==> src/rtl/fifo_wr_arb.sv <==
// fifo_wr_arb: round-robin arbiter packing RF (1-byte) and ALU (2-byte) responses into a FIFO write port
module fifo_wr_arb #(
    parameter int DATA_WIDTH = 8
) (
    input  logic                    CLK,
    input  logic                    RST,
    input  logic                    RF_VLD,
    input  logic [DATA_WIDTH-1:0]   RF_DATA,
    output logic                    RF_ACK,
    input  logic                    ALU_VLD,
    input  logic [2*DATA_WIDTH-1:0] ALU_DATA,
    output logic                    ALU_ACK,
    input  logic                    WFULL,
    output logic                    WINC,
    output logic [DATA_WIDTH-1:0]   WR_DATA,
    output logic                    BUSY
);
    localparam int W = DATA_WIDTH;

    typedef enum logic [1:0] {IDLE, WR_LO, WR_HI} state_t;

    state_t         state_q, state_d;
    logic [2*W-1:0] buf_q, buf_d;
    logic           two_q, two_d;
    logic           last_alu_q, last_alu_d;
    logic           rf_ack_q, rf_ack_d;
    logic           alu_ack_q, alu_ack_d;
    logic           gnt_rf;

    // RF wins unless ALU also requests and RF was the last one served
    assign gnt_rf = RF_VLD && (!ALU_VLD || last_alu_q);
    assign WINC   = (state_q != IDLE) && !WFULL;
    assign BUSY   = (state_q != IDLE);
    assign RF_ACK = rf_ack_q;
    assign ALU_ACK = alu_ack_q;
    assign WR_DATA = (state_q == WR_LO) ? buf_q[W-1:0] :
                     (state_q == WR_HI) ? buf_q[2*W-1:W] : '0;

    // Next-state: capture a packet in IDLE, then advance one byte per accepted write
    always_comb begin
        state_d    = state_q;
        buf_d      = buf_q;
        two_d      = two_q;
        last_alu_d = last_alu_q;
        rf_ack_d   = 1'b0;
        alu_ack_d  = 1'b0;
        case (state_q)
            IDLE: if (RF_VLD || ALU_VLD) begin
                state_d    = WR_LO;
                buf_d      = gnt_rf ? {{W{1'b0}}, RF_DATA} : ALU_DATA;
                two_d      = !gnt_rf;
                last_alu_d = !gnt_rf;
                rf_ack_d   = gnt_rf;
                alu_ack_d  = !gnt_rf;
            end
            WR_LO: if (WINC) state_d = two_q ? WR_HI : IDLE;
            WR_HI: if (WINC) state_d = IDLE;
            default: state_d = IDLE;
        endcase
    end

    // State and registered acknowledges; reset discards any held packet
    always_ff @(posedge CLK or negedge RST) begin
        if (!RST) begin
            state_q    <= IDLE;
            buf_q      <= '0;
            two_q      <= 1'b0;
            last_alu_q <= 1'b1;
            rf_ack_q   <= 1'b0;
            alu_ack_q  <= 1'b0;
        end else begin
            state_q    <= state_d;
            buf_q      <= buf_d;
            two_q      <= two_d;
            last_alu_q <= last_alu_d;
            rf_ack_q   <= rf_ack_d;
            alu_ack_q  <= alu_ack_d;
        end
    end
endmodule

==> config.mk <==
export PLATFORM = sky130hd
export DESIGN_NAME = fifo_wr_arb
export DESIGN_NICKNAME = d
export VERILOG_FILES = /design/src/rtl/fifo_wr_arb.sv
export SDC_FILE = /design/constraint.sdc
export NUM_CORES = 1
export LEC_CHECK = 0
export CAP_MARGIN = 25
export CELL_PAD_IN_SITES_DETAIL_PLACEMENT = 1
export CELL_PAD_IN_SITES_GLOBAL_PLACEMENT = 2
export CORE_MARGIN = 4
export CORE_UTILIZATION = 25
export DETAILED_ROUTE_END_ITERATION = 10
export PLACE_DENSITY_LB_ADDON = 0.12
export SYNTH_ARGS = -nofsm -noshare
export SYNTH_HDL_FRONTEND = slang
export SYNTH_SLANG_ARGS = --single-unit
export TNS_END_PERCENT = 30
==> constraint.sdc <==
create_clock -name CLK -period 1.7 [get_ports CLK]
set_input_delay 0.17 -clock CLK [delete_from_list [all_inputs] [get_ports CLK]]
set_output_delay 0.17 -clock CLK [all_outputs]
set_load 0.02 [all_outputs]
==> summary.txt, run 1 <==
Floorplanning
  – Die span in y: 73.0 um
  – IO Pins: 41
  – DIE AREA: 0.00533 sq mm
  – Initial core utilization: 0.262
  – Core Area: 0.00403 sq mm
  – Site Rows: 23
  – Die width: 73.0 um

Setup path
  – CP cell instances: buf_4 > nor2b_2 > buf_4 > a22o_1 > clkbuf_2
  – Worst Path Buf+Inv: 3
  – Max Fanout on Critical Path: 8
  – Worst EP required: 1530 ps
  – Crit-path max cell delay: 390 ps
  – CP Data Arrival Time: 1430 ps
  – Setup crit end kind: primary output
  – Critical path's slowest cell: dfrtp_1
  – Crit path launch type: register
  – Delay-heaviest family, CP: buffers and inverters
  – WS Path Type: register to primary output
  – Most used cell, CP: buf_4

Final layout
  – Commonest non-fill, non-tap cell in the layout: clkdlybuf4s50_1
  – Design area: 0.00155 sq mm
  – Most frequent cells in the layout: 30 x clkdlybuf4s50_1, 21 x dfrtp_1, 16 x a22o_1, 10 x o21ai_0, 10 x buf_4
  – Ratio of cells with drive above 1 in the final layout: 0.199
  – Nets: 176
  – Area delta synth->final: 46.3%
  – Antenna cells: 0

Timing
  – F_max: 0.624 GHz
  – Max-slew violations: 0
  – Post-layout min period: 1600 ps
  – Final Setup Violations: 0
  – Worst Skew: 2.96 ps
  – Final WS setup: 96.8 ps
  – RSZ-0062 raised after global routing: false
  – Fin crit share: 0.943
  – Slew @ Worst Pin: 375 ps
  – Final Hold Vio Count: 0
  – Rel. slew slack: 0.749

Synthesis
  – Synth top area cells: dfrtp_1 50%, a22o_1 13%, a31oi_1 4.7%, o21ai_0 4.7%, a21oi_1 4.3%
  – Top-area cell type share of the netlist area: 0.498
  – Synthesized area per cell: 10.4 sq um
  – Yosys reg bits: 22
  – Syn_nets: 131
  – Cell taking the most area after synthesis: dfrtp_1
  – Distinct cells, synth: 24
  – Post-synthesis sequential area ratio: 0.523
  – Mapped cell area: 0.00106 sq mm
  – Syn Inst Count: 102
  – Synth warn: 0

Clocking
  – Clock sink count: 22
  – H-Tree Depth: 1
  – Clock latency on the worst-skew pair: 250 ps
  – CTS Buf Count: 3
  – Setup Fix Bufs, Post-CTS: 0
  – Clock Path Buffers: 2
  – TritonCTS clock tree: yes
  – Root buffer cell: clkbuf_8
  – Clock slew at reported path FFs: 80 ps

GRT
  – GRT Util Overall: 0.115
  – First-pass GRT wire length: 4790 um
  – Initial antenna violation count: 0
  – GR Overflow Total: 0
  – Pin count of the biggest net entering global routing: 23
  – Vias in the first global route: 987

Pwr
  – Pwr Density: 1720 mW/mm^2
  – Leakage: 0.687 nW
  – Worst vdd ir: 367 uV

Placement
  – RePlAce Congestion: 0.709
  – Post-place setup slack: -193 ps
  – Hpwl dp: 2340 um
  – Port Buffer Count: 40
  – DP Area: 0.00153 sq mm

Routing
  – Avg WL per Cell: 15.0 um
  – Detail-routed via count per cell: 4.84
  – Via count: 948
  – # DRC: 0
  – Iteration count of the initial detailed-routing pass: 2
  – Antenna Nets Post-Route: 0
  – DRT Wirelength: 2950 um
  – Iter 0 DRT Violations: 31

Worst hold path
  – HP Class: input port to async pin

Run status
  – Status: complete, no violations

Job
  – Max cap viols: 0
-- through the flow --
stage / std cells / power, mW / TNS, ps / hold slack [ps] / utilization
after floorplan: 102 / 1.80 / 0 / -126 / -
after global placement: 192 / 2.41 / -1110 / 482 / 0.379
after detailed placement: 192 / 2.44 / -1430 / 497 / 0.379
after CTS: 196 / 2.75 / -48.8 / 269 / 0.393
after global routing: 196 / 2.85 / 0 / 292 / 0.384
final: 196 / 2.65 / 0 / 260 / 0.384
-- where the power goes --
part | switching, mW | leakage [nW] | internal (mW) | total [mW]
logic | 0.762 | 0.394 | 0.613 | 1.38
registers | 0.140 | 0.265 | 0.772 | 0.912
clock network | 0.159 | 0.0288 | 0.206 | 0.365
total | 1.06 | 0.687 | 1.59 | 2.65
-- repair_timing --
action,in CTS,in global routing
hold buffers,0,0
pin swaps,0,0
resized for setup,27,8
endpoints found under the setup margin,10,7
-- Yosys cell counts --
master and instances:
dfstp_2 1, inv_1 2, nand3b_1 1, o21ai_0 10, nand2b_1 1, nand2_4 1
buf_6 3, o211a_1 1, buf_2 2, buf_1 1, dfrtp_1 21, nand2_1 4
clkbuf_1 3, nand3_1 8, or2_4 1, a31oi_1 8, buf_4 1, nor2_1 2
nor2_2 1, a21oi_1 9, nor3_1 1, and2_4 1, nor2b_1 3, a22o_1 16
-- state kept, by name, indices dropped and copies added (netlist names) --
name	count
last_alu_q	1
ALU_ACK	1
buf_q	16
state_q	2
two_q	1
RF_ACK	1
-- layout make-up --
type / instances / area (sq um)
Sequential cell: 22 / 552
Multi-Input combinational cell: 68 / 435
Timing Repair Buffer: 50 / 433
Tap cell: 50 / 62.6
Clock buffer: 4 / 55.1
Inverter: 2 / 7.51
Fill cell: 456 / 2480
-- cells by family (layout without fill, tap and decap cells) --
group / count (synthesis) / after routing / share of synthesized area
AO/OA/AOI/OAI: 44 / 44 / 0.280
flip-flops: 22 / 22 / 0.523
AND/OR/NAND/NOR: 24 / 24 / 0.128
buffers and inverters: 12 / 56 / 0.0699
-- final timing paths --
check,from,to,slack (ps),cells after the start
setup / recovery,state_q[0]$_DFFE_PN0P_,WR_DATA[4],100,5
hold / removal,RST,RF_ACK$_DFF_PN0_,260,2
setup reg to reg,state_q[0]$_DFFE_PN0P_,buf_q[13]$_DFFE_PN0P_,140,5
hold reg to reg,buf_q[12]$_DFFE_PN0P_,buf_q[12]$_DFFE_PN0P_,510,1
max in group asynchronous,RST,last_alu_q$_DFFE_PN1P_,1170,2
min in group CLK,ALU_DATA[7],buf_q[7]$_DFFE_PN0P_,500,3
-- per-layer routing --
metal,vias up,routed length (um),track usage,share of wire
li1,467,-,-,-
met1,450,1470,0.162,0.50
met2,29,1300,0.170,0.44
met3,2,137,0.0262,0.046
met4,0,36,0.0430,0.012
met5,-,0,0,0
Power figures use the tool's default switching activity.
==> run 2: changes to the inputs <==
Settings changed: MAX_ROUTING_LAYER from default to met4, REMOVE_ABC_BUFFERS from default to 1.
==> run 2 against run 1 <==
Effect of this change: combinational power about the same; critical endpoint is now WR_DATA[3]; total power increased by 2.1%; hold slack got worse by 12 ps; setup slack got worse by 44 ps; die area unchanged; wire length increased by 12%; clock-buffer cell count unchanged; sequential share of layout area decreased by 0.40 points; maximum frequency decreased by 2.7%; highest routed layer unchanged; utilization increased by 0.43 points; clock power increased by 6.0%.
==> summary.txt, run 2 (same netlist as run 1, synthesis figures left out) <==
Run status
  – Status: complete, no violations

GRT
  – Initial antenna violation count: 0 (unchanged)
  – GRT Util Overall: 0.143 (+0.0279)
  – First-pass GRT wire length: 5650 um (+18%)
  – GR Overflow Total: 0 (unchanged)
  – Pin count of the biggest net entering global routing: 23 (unchanged)
  – Vias in the first global route: 1,122 (+14%)

Routing
  – Avg WL per Cell: 16.7 um (+11%)
  – # DRC: 0 (unchanged)
  – Detail-routed via count per cell: 4.92 (+1.7%)
  – Met3 wire len: 197 um (+44%)
  – WL met1: 1440 um (-2.4%)
  – Via count: 969 (+2.2%)
  – Antenna Nets Post-Route: 0 (unchanged)
  – Iter 0 DRT Violations: 57 (+84%)
  – Iteration count of the initial detailed-routing pass: 6 (+4)
  – DR WL met2: 1640 um (+26%)
  – DRT Wirelength: 3290 um (+12%)
  – Max layer used: met4

Setup path
  – Critical path's slowest cell: dfrtp_1
  – Crit-path max cell delay: 400 ps (about the same)
  – Crit path launch type: register
  – Worst Path Buf+Inv: 2 (-1)
  – R2R Path Start: state_q[0]$_DFFE_PN0P_
  – Setup crit end kind: primary output
  – WS Path Type: register to primary output
  – CP Data Arrival Time: 1480 ps (+50 ps)
  – Max Fanout on Critical Path: 4 (-4)
  – CP cell instances: nor2b_1 > buf_4 > a22o_1 > clkdlybuf4s15_1
  – Worst EP required: 1530 ps (about the same)
  – Delay-heaviest family, CP: buffers and inverters
  – Crit. Startpoint: state_q[1]$_DFFE_PN0P_

Pwr
  – Leakage: 0.693 nW (+0.88%)
  – Pwr Density: 1730 mW/mm^2 (+0.92%)
  – Worst vdd ir: 458 uV (+25%)
  – Tot Pwr: 2.71 mW (+2.1%)

Placement
  – RePlAce Congestion: 0.769 (+8.5%)
  – Port Buffer Count: 40 (unchanged)
  – DP Area: 0.00154 sq mm (+0.49%)
  – Hpwl dp: 2470 um (+5.4%)
  – Placed Cells: 193 (+0.52%)

Final layout
  – Antenna cells: 0 (unchanged)
  – Largest Register: buf_q
  – Commonest non-fill, non-tap cell in the layout: clkdlybuf4s50_1
  – Most frequent cells in the layout: 31 x clkdlybuf4s50_1, 21 x dfrtp_1, 16 x a22o_1, 11 x buf_4, 10 x o21ai_0
  – Nets: 177 (+0.57%)
  – Post-Layout Cell Count: 197 (+0.51%)
  – Largest register FFs: 16 (unchanged)
  – Design area: 0.00156 sq mm (+1.1%)
  – Ratio of cells with drive above 1 in the final layout: 0.177 (-0.0218)
  – Biggest regs: buf_q x16, state_q x2
  – Area delta synth->final: 48.0%

Clocking
  – TritonCTS clock tree: yes
  – Setup Fix Bufs, Post-CTS: 0 (unchanged)
  – Clock Path Buffers: 2 (unchanged)
  – Hold Buf Count CTS: 0 (unchanged)
  – Root buffer cell: clkbuf_8
  – Clock slew at reported path FFs: 80 ps (about the same)
  – H-Tree Depth: 1 (unchanged)
  – Clock sink count: 22 (unchanged)
  – CTS Buf Count: 3 (unchanged)
  – Clock latency on the worst-skew pair: 260 ps (about the same)

Timing
  – F_max: 0.607 GHz (-2.7%)
  – Post-layout min period: 1650 ps (+44.2 ps)
  – Final Setup Violations: 0 (unchanged)
  – Worst Skew: 2.53 ps (-0.426 ps)
  – Final Hold Vio Count: 0 (unchanged)
  – RSZ-0062 raised after global routing: true
  – Slew @ Worst Pin: 404 ps (+28.7 ps)
  – Fin crit share: 0.969 (+0.0260)
  – Rel. slew slack: 0.731 (-0.0180)
  – Max-slew violations: 0 (unchanged)

Floorplanning
  – Die width: 73.0 um (unchanged)
  – IO Pins: 41 (unchanged)
  – DIE AREA: 0.00533 sq mm (unchanged)
  – Site Rows: 23 (unchanged)
  – Die span in y: 73.0 um (unchanged)
  – Core Area: 0.00403 sq mm (unchanged)
  – Initial core utilization: 0.262 (unchanged)

Job
  – Max cap viols: 0 (unchanged)

Worst hold path
  – HP Class: input port to async pin
==> run 2: cell types whose count changed in the layout (fill, tap and decap cells not counted), sizes merged <==
cell	previous run	this run
buf	17	11
clkbuf	5	10
clkdlybuf4s15	0	2
clkdlybuf4s50	30	31
dlygate4sd2	2	0
dlymetal6s2s	0	1
==> run 2: final cells by class <==
cell class / count / area (sq um)
multi-input combinational: 68 / 430
fill: 460 / 2470
timing repair buffer: 51 / 455
clock buffer: 4 / 55.1
sequential: 22 / 552
inverter: 2 / 7.51
tap: 50 / 62.6
==> run 2: per-layer routing <==
metal  vias to the layer above  global-route usage
met1                       468               0.182
met3                         2              0.0344
met4                         0              0.0307
met5                         -                   -
li1                        465                   -
met2                        34               0.229
==> run 2: path summary, 6_finish.rpt <==
path	end	slack, ps	cells past startpoint
setup / recovery	WR_DATA[3]	50	4
hold / removal	buf_q[4]$_DFFE_PN0P_	250	2
setup reg to reg	buf_q[10]$_DFFE_PN0P_	240	4
hold reg to reg	buf_q[12]$_DFFE_PN0P_	520	1
max in group asynchronous	last_alu_q$_DFFE_PN1P_	1170	2
min in group CLK	buf_q[6]$_DFFE_PN0P_	480	3
==> run 2: worst register-to-register path: stages (launching register included) <==
cell and delay [ps]:
dfrtp_1 410, nor2_2 170, buf_4 230, o211a_1 400, a22o_1 190
==> run 2: repair_timing <==
item | 4_1_cts | 5_1_grt
gates resized for setup | 8 | 15
endpoints found under the hold margin | 0 | 0
setup endpoints to repair | 8 | 9
==> run 2: metrics by stage <==
stage	setup slack [ps]	hold slack, ps	TNS [ps]	util
6_report	52.7	248	0	0.388
5_1_grt	-18.9	301	-18.9	0.388
4_1_cts	0.281	267	0	0.392
3_5_place_dp	61.1	499	0	0.381
3_3_place_gp	70.3	492	0	0.381
2_1_floorplan	275	-126	0	-
==> run 2: power by group <==
| group | internal, mW | total, mW | switching [mW] |
|---|---|---|---|
| logic | 0.626 | 1.40 | 0.772 |
| clock network | 0.207 | 0.387 | 0.180 |
| registers | 0.772 | 0.923 | 0.151 |
| total | 1.60 | 2.71 | 1.10 |
==> run 3: changes to the inputs <==
Settings changed: CORE_MARGIN 4 to 10, REMOVE_ABC_BUFFERS 1 to default.
==> run 3 against run 2 <==
Effect of this change: maximum frequency rose by 1.9%; first-iteration DRC count fell by 44%; clock-buffer cell count did not move; hold slack improved by 8.8 ps.
==> summary.txt, run 3 (same netlist as run 1, synthesis figures left out) <==
Pwr
  – Sw Ratio: 0.406 (-0.00153)
  – Tot Pwr: 2.69 mW (-0.64%)
  – Internal power: 1.60 mW (-0.39%)
  – Leakage: 0.689 nW (-0.65%)
  – Seq pwr share: 0.339 (-0.002)
  – Comb power frac: 0.520 (+0.004)
  – Pwr Density: 1740 mW/mm^2 (+0.16%)
  – Clock power frac: 0.141 (-0.002)
  – Worst vdd ir: 436 uV (-4.8%)
  – Psw: 1.09 mW (-1.0%)

Clocking
  – H-Tree Depth: 1 (unchanged)
  – Clock Path Buffers: 2 (unchanged)
  – TritonCTS clock tree: yes
  – Clock sink count: 22 (unchanged)
  – Root buffer cell: clkbuf_8
  – Clock latency on the worst-skew pair: 260 ps (about the same)
  – Clock slew at reported path FFs: 80 ps (about the same)
  – CTS Buf Count: 3 (unchanged)

Routing
  – Antenna Nets Post-Route: 0 (unchanged)
  – Avg WL per Cell: 16.9 um (+1.2%)
  – Detail-routed via count per cell: 4.91 (-0.11%)
  – # DRC: 0 (unchanged)
  – Iter 0 DRT Violations: 32 (-44%)
  – DRT Wirelength: 3310 um (+0.70%)
  – Via count: 963 (-0.62%)
  – Iteration count of the initial detailed-routing pass: 4 (-2)

Timing
  – Post-layout min period: 1620 ps (-31.3 ps)
  – Fin Hold WS: 257 ps (+8.77 ps)
  – Worst Skew: 5.26 ps (+2.73 ps)
  – Setup TNS: 0 ps (unchanged)
  – Max-slew violations: 0 (unchanged)
  – RSZ-0062 raised after global routing: false
  – Slew @ Worst Pin: 367 ps (-36.9 ps)
  – Final Setup Violations: 0 (unchanged)
  – F_max: 0.619 GHz (+1.9%)
  – Final Hold Vio Count: 0 (unchanged)
  – Fin crit share: 0.951 (-0.0184)
  – Rel. slew slack: 0.754 (+0.0235)

Floorplanning
  – Die width: 85.0 um (+16%)
  – Initial core utilization: 0.260 (-0.00186)
  – DIE AREA: 0.00722 sq mm (+36%)
  – IO Pins: 41 (unchanged)
  – Site Rows: 23 (unchanged)
  – Die span in y: 85.0 um (+16%)
  – Core Area: 0.00406 sq mm (+0.71%)

Setup path
  – R2R Path Start: state_q[0]$_DFFE_PN0P_
  – Max Fanout on Critical Path: 8 (+4)
  – Reg2reg setup slack: 180 ps (-60 ps)
  – Worst EP required: 1530 ps (about the same)
  – R2R depth: 5 (+1)
  – WS Path Type: register to primary output
  – R2R Path End: buf_q[13]$_DFFE_PN0P_
  – Crit path launch type: register
  – Setup crit end kind: primary output
  – CP Data Arrival Time: 1450 ps (-30 ps)

Placement
  – RePlAce Congestion: 0.757 (-1.6%)
  – Port Buffer Count: 40 (unchanged)
  – Hpwl dp: 2630 um (+6.4%)

Final layout
  – Antenna cells: 0 (unchanged)
  – Ratio of cells with drive above 1 in the final layout: 0.199 (+0.0218)
  – Area delta synth->final: 46.8%
  – Layout Utilization: 0.382 (-0.00583)
  – Largest register FFs: 16 (unchanged)
  – Nets: 176 (-0.56%)
  – Most frequent cells in the layout: 30 x clkdlybuf4s50_1, 21 x dfrtp_1, 16 x a22o_1, 10 x o21ai_0, 10 x buf_4
  – Fillcell total: 472 (+2.6%)
  – Largest Register: buf_q
  – Commonest non-fill, non-tap cell in the layout: clkdlybuf4s50_1
  – Biggest regs: buf_q x16, state_q x2

GRT
  – Vias in the first global route: 1,066 (-5.0%)
  – GRT Util Overall: 0.0936 (-0.0489)
  – First-pass GRT wire length: 5490 um (-2.9%)
  – GR Overflow Total: 0 (unchanged)
  – Initial antenna violation count: 0 (unchanged)
  – Pin count of the biggest net entering global routing: 23 (unchanged)

Worst hold path
  – HP Class: input port to async pin

Run status
  – Status: complete, no violations

Job
  – Max cap viols: 0 (unchanged)
-- run 3: worst max path at each step --
stage                     slack [ps]                   start                    end  depth (start not counted)
after floorplan                  400  last_alu_q$_DFFE_PN1P_  buf_q[10]$_DFFE_PN0P_                          5
after global placement          -170  state_q[1]$_DFFE_PN0P_             WR_DATA[3]                          3
after detailed placement        -210  state_q[1]$_DFFE_PN0P_             WR_DATA[2]                          3
after CTS                         20  state_q[0]$_DFFE_PN0P_                   BUSY                          4
after global routing              20  state_q[0]$_DFFE_PN0P_             WR_DATA[7]                          5
final                             80  state_q[0]$_DFFE_PN0P_             WR_DATA[6]                          5
-- run 3: per-stage QoR --
stage	instances	area, sq um	setup WS, ps
3_3_place_gp	192	1530	-167
3_5_place_dp	192	1530	-206
6_report	196	1550	84.0
4_1_cts	196	1550	22.2
2_1_floorplan	102	1060	396
5_1_grt	196	1550	15.9
-- run 3: critical path, cell delays in order, from the launching register on --
cell,delay [ps]
dfrtp_1,390
buf_4,150
nor2b_2,150
buf_4,160
a22o_1,180
buf_2,160
-- run 3: timing repair --
action / in CTS / in global routing
hold endpoints to repair: 0 / 0
pin swaps: 0 / 0
gates cloned: 0 / 0
hold buffers: 0 / 0
setup buffers: 0 / 0
resized for setup: 36 / 1
endpoints found under the setup margin: 10 / 3
-- run 3: final cells by class --
cell class / instances / area (sq um) / share of cell area
Tap cell: 50 / 62.6 / 0.0404
Inverter: 2 / 7.51 / 0.00484
Multi-Input combinational cell: 68 / 440 / 0.284
Clock buffer: 4 / 55.1 / 0.0355
Sequential cell: 22 / 552 / 0.356
Timing Repair Buffer: 50 / 433 / 0.279
-- run 3: routing by layer --
layer / up-vias / global-route usage / part of all wire
li1: 462 / - / -
met1: 466 / 0.128 / 0.53
met2: 31 / 0.131 / 0.43
met3: 4 / 0.0134 / 0.022
met4: 0 / 0.0449 / 0.016
met5: - / - / 0
-- run 3: power groups by stage --
| stage | sequential [mW] | clock, mW | combinational (mW) |
|---|---|---|---|
| after CTS | 0.917 | 0.391 | 1.41 |
| after global placement | 0.914 | 0 | 1.51 |
| after floorplan | 0.898 | 0 | 0.906 |
| final | 0.912 | 0.380 | 1.40 |
| after global routing | 0.942 | 0.414 | 1.54 |
| after detailed placement | 0.922 | 0 | 1.54 |
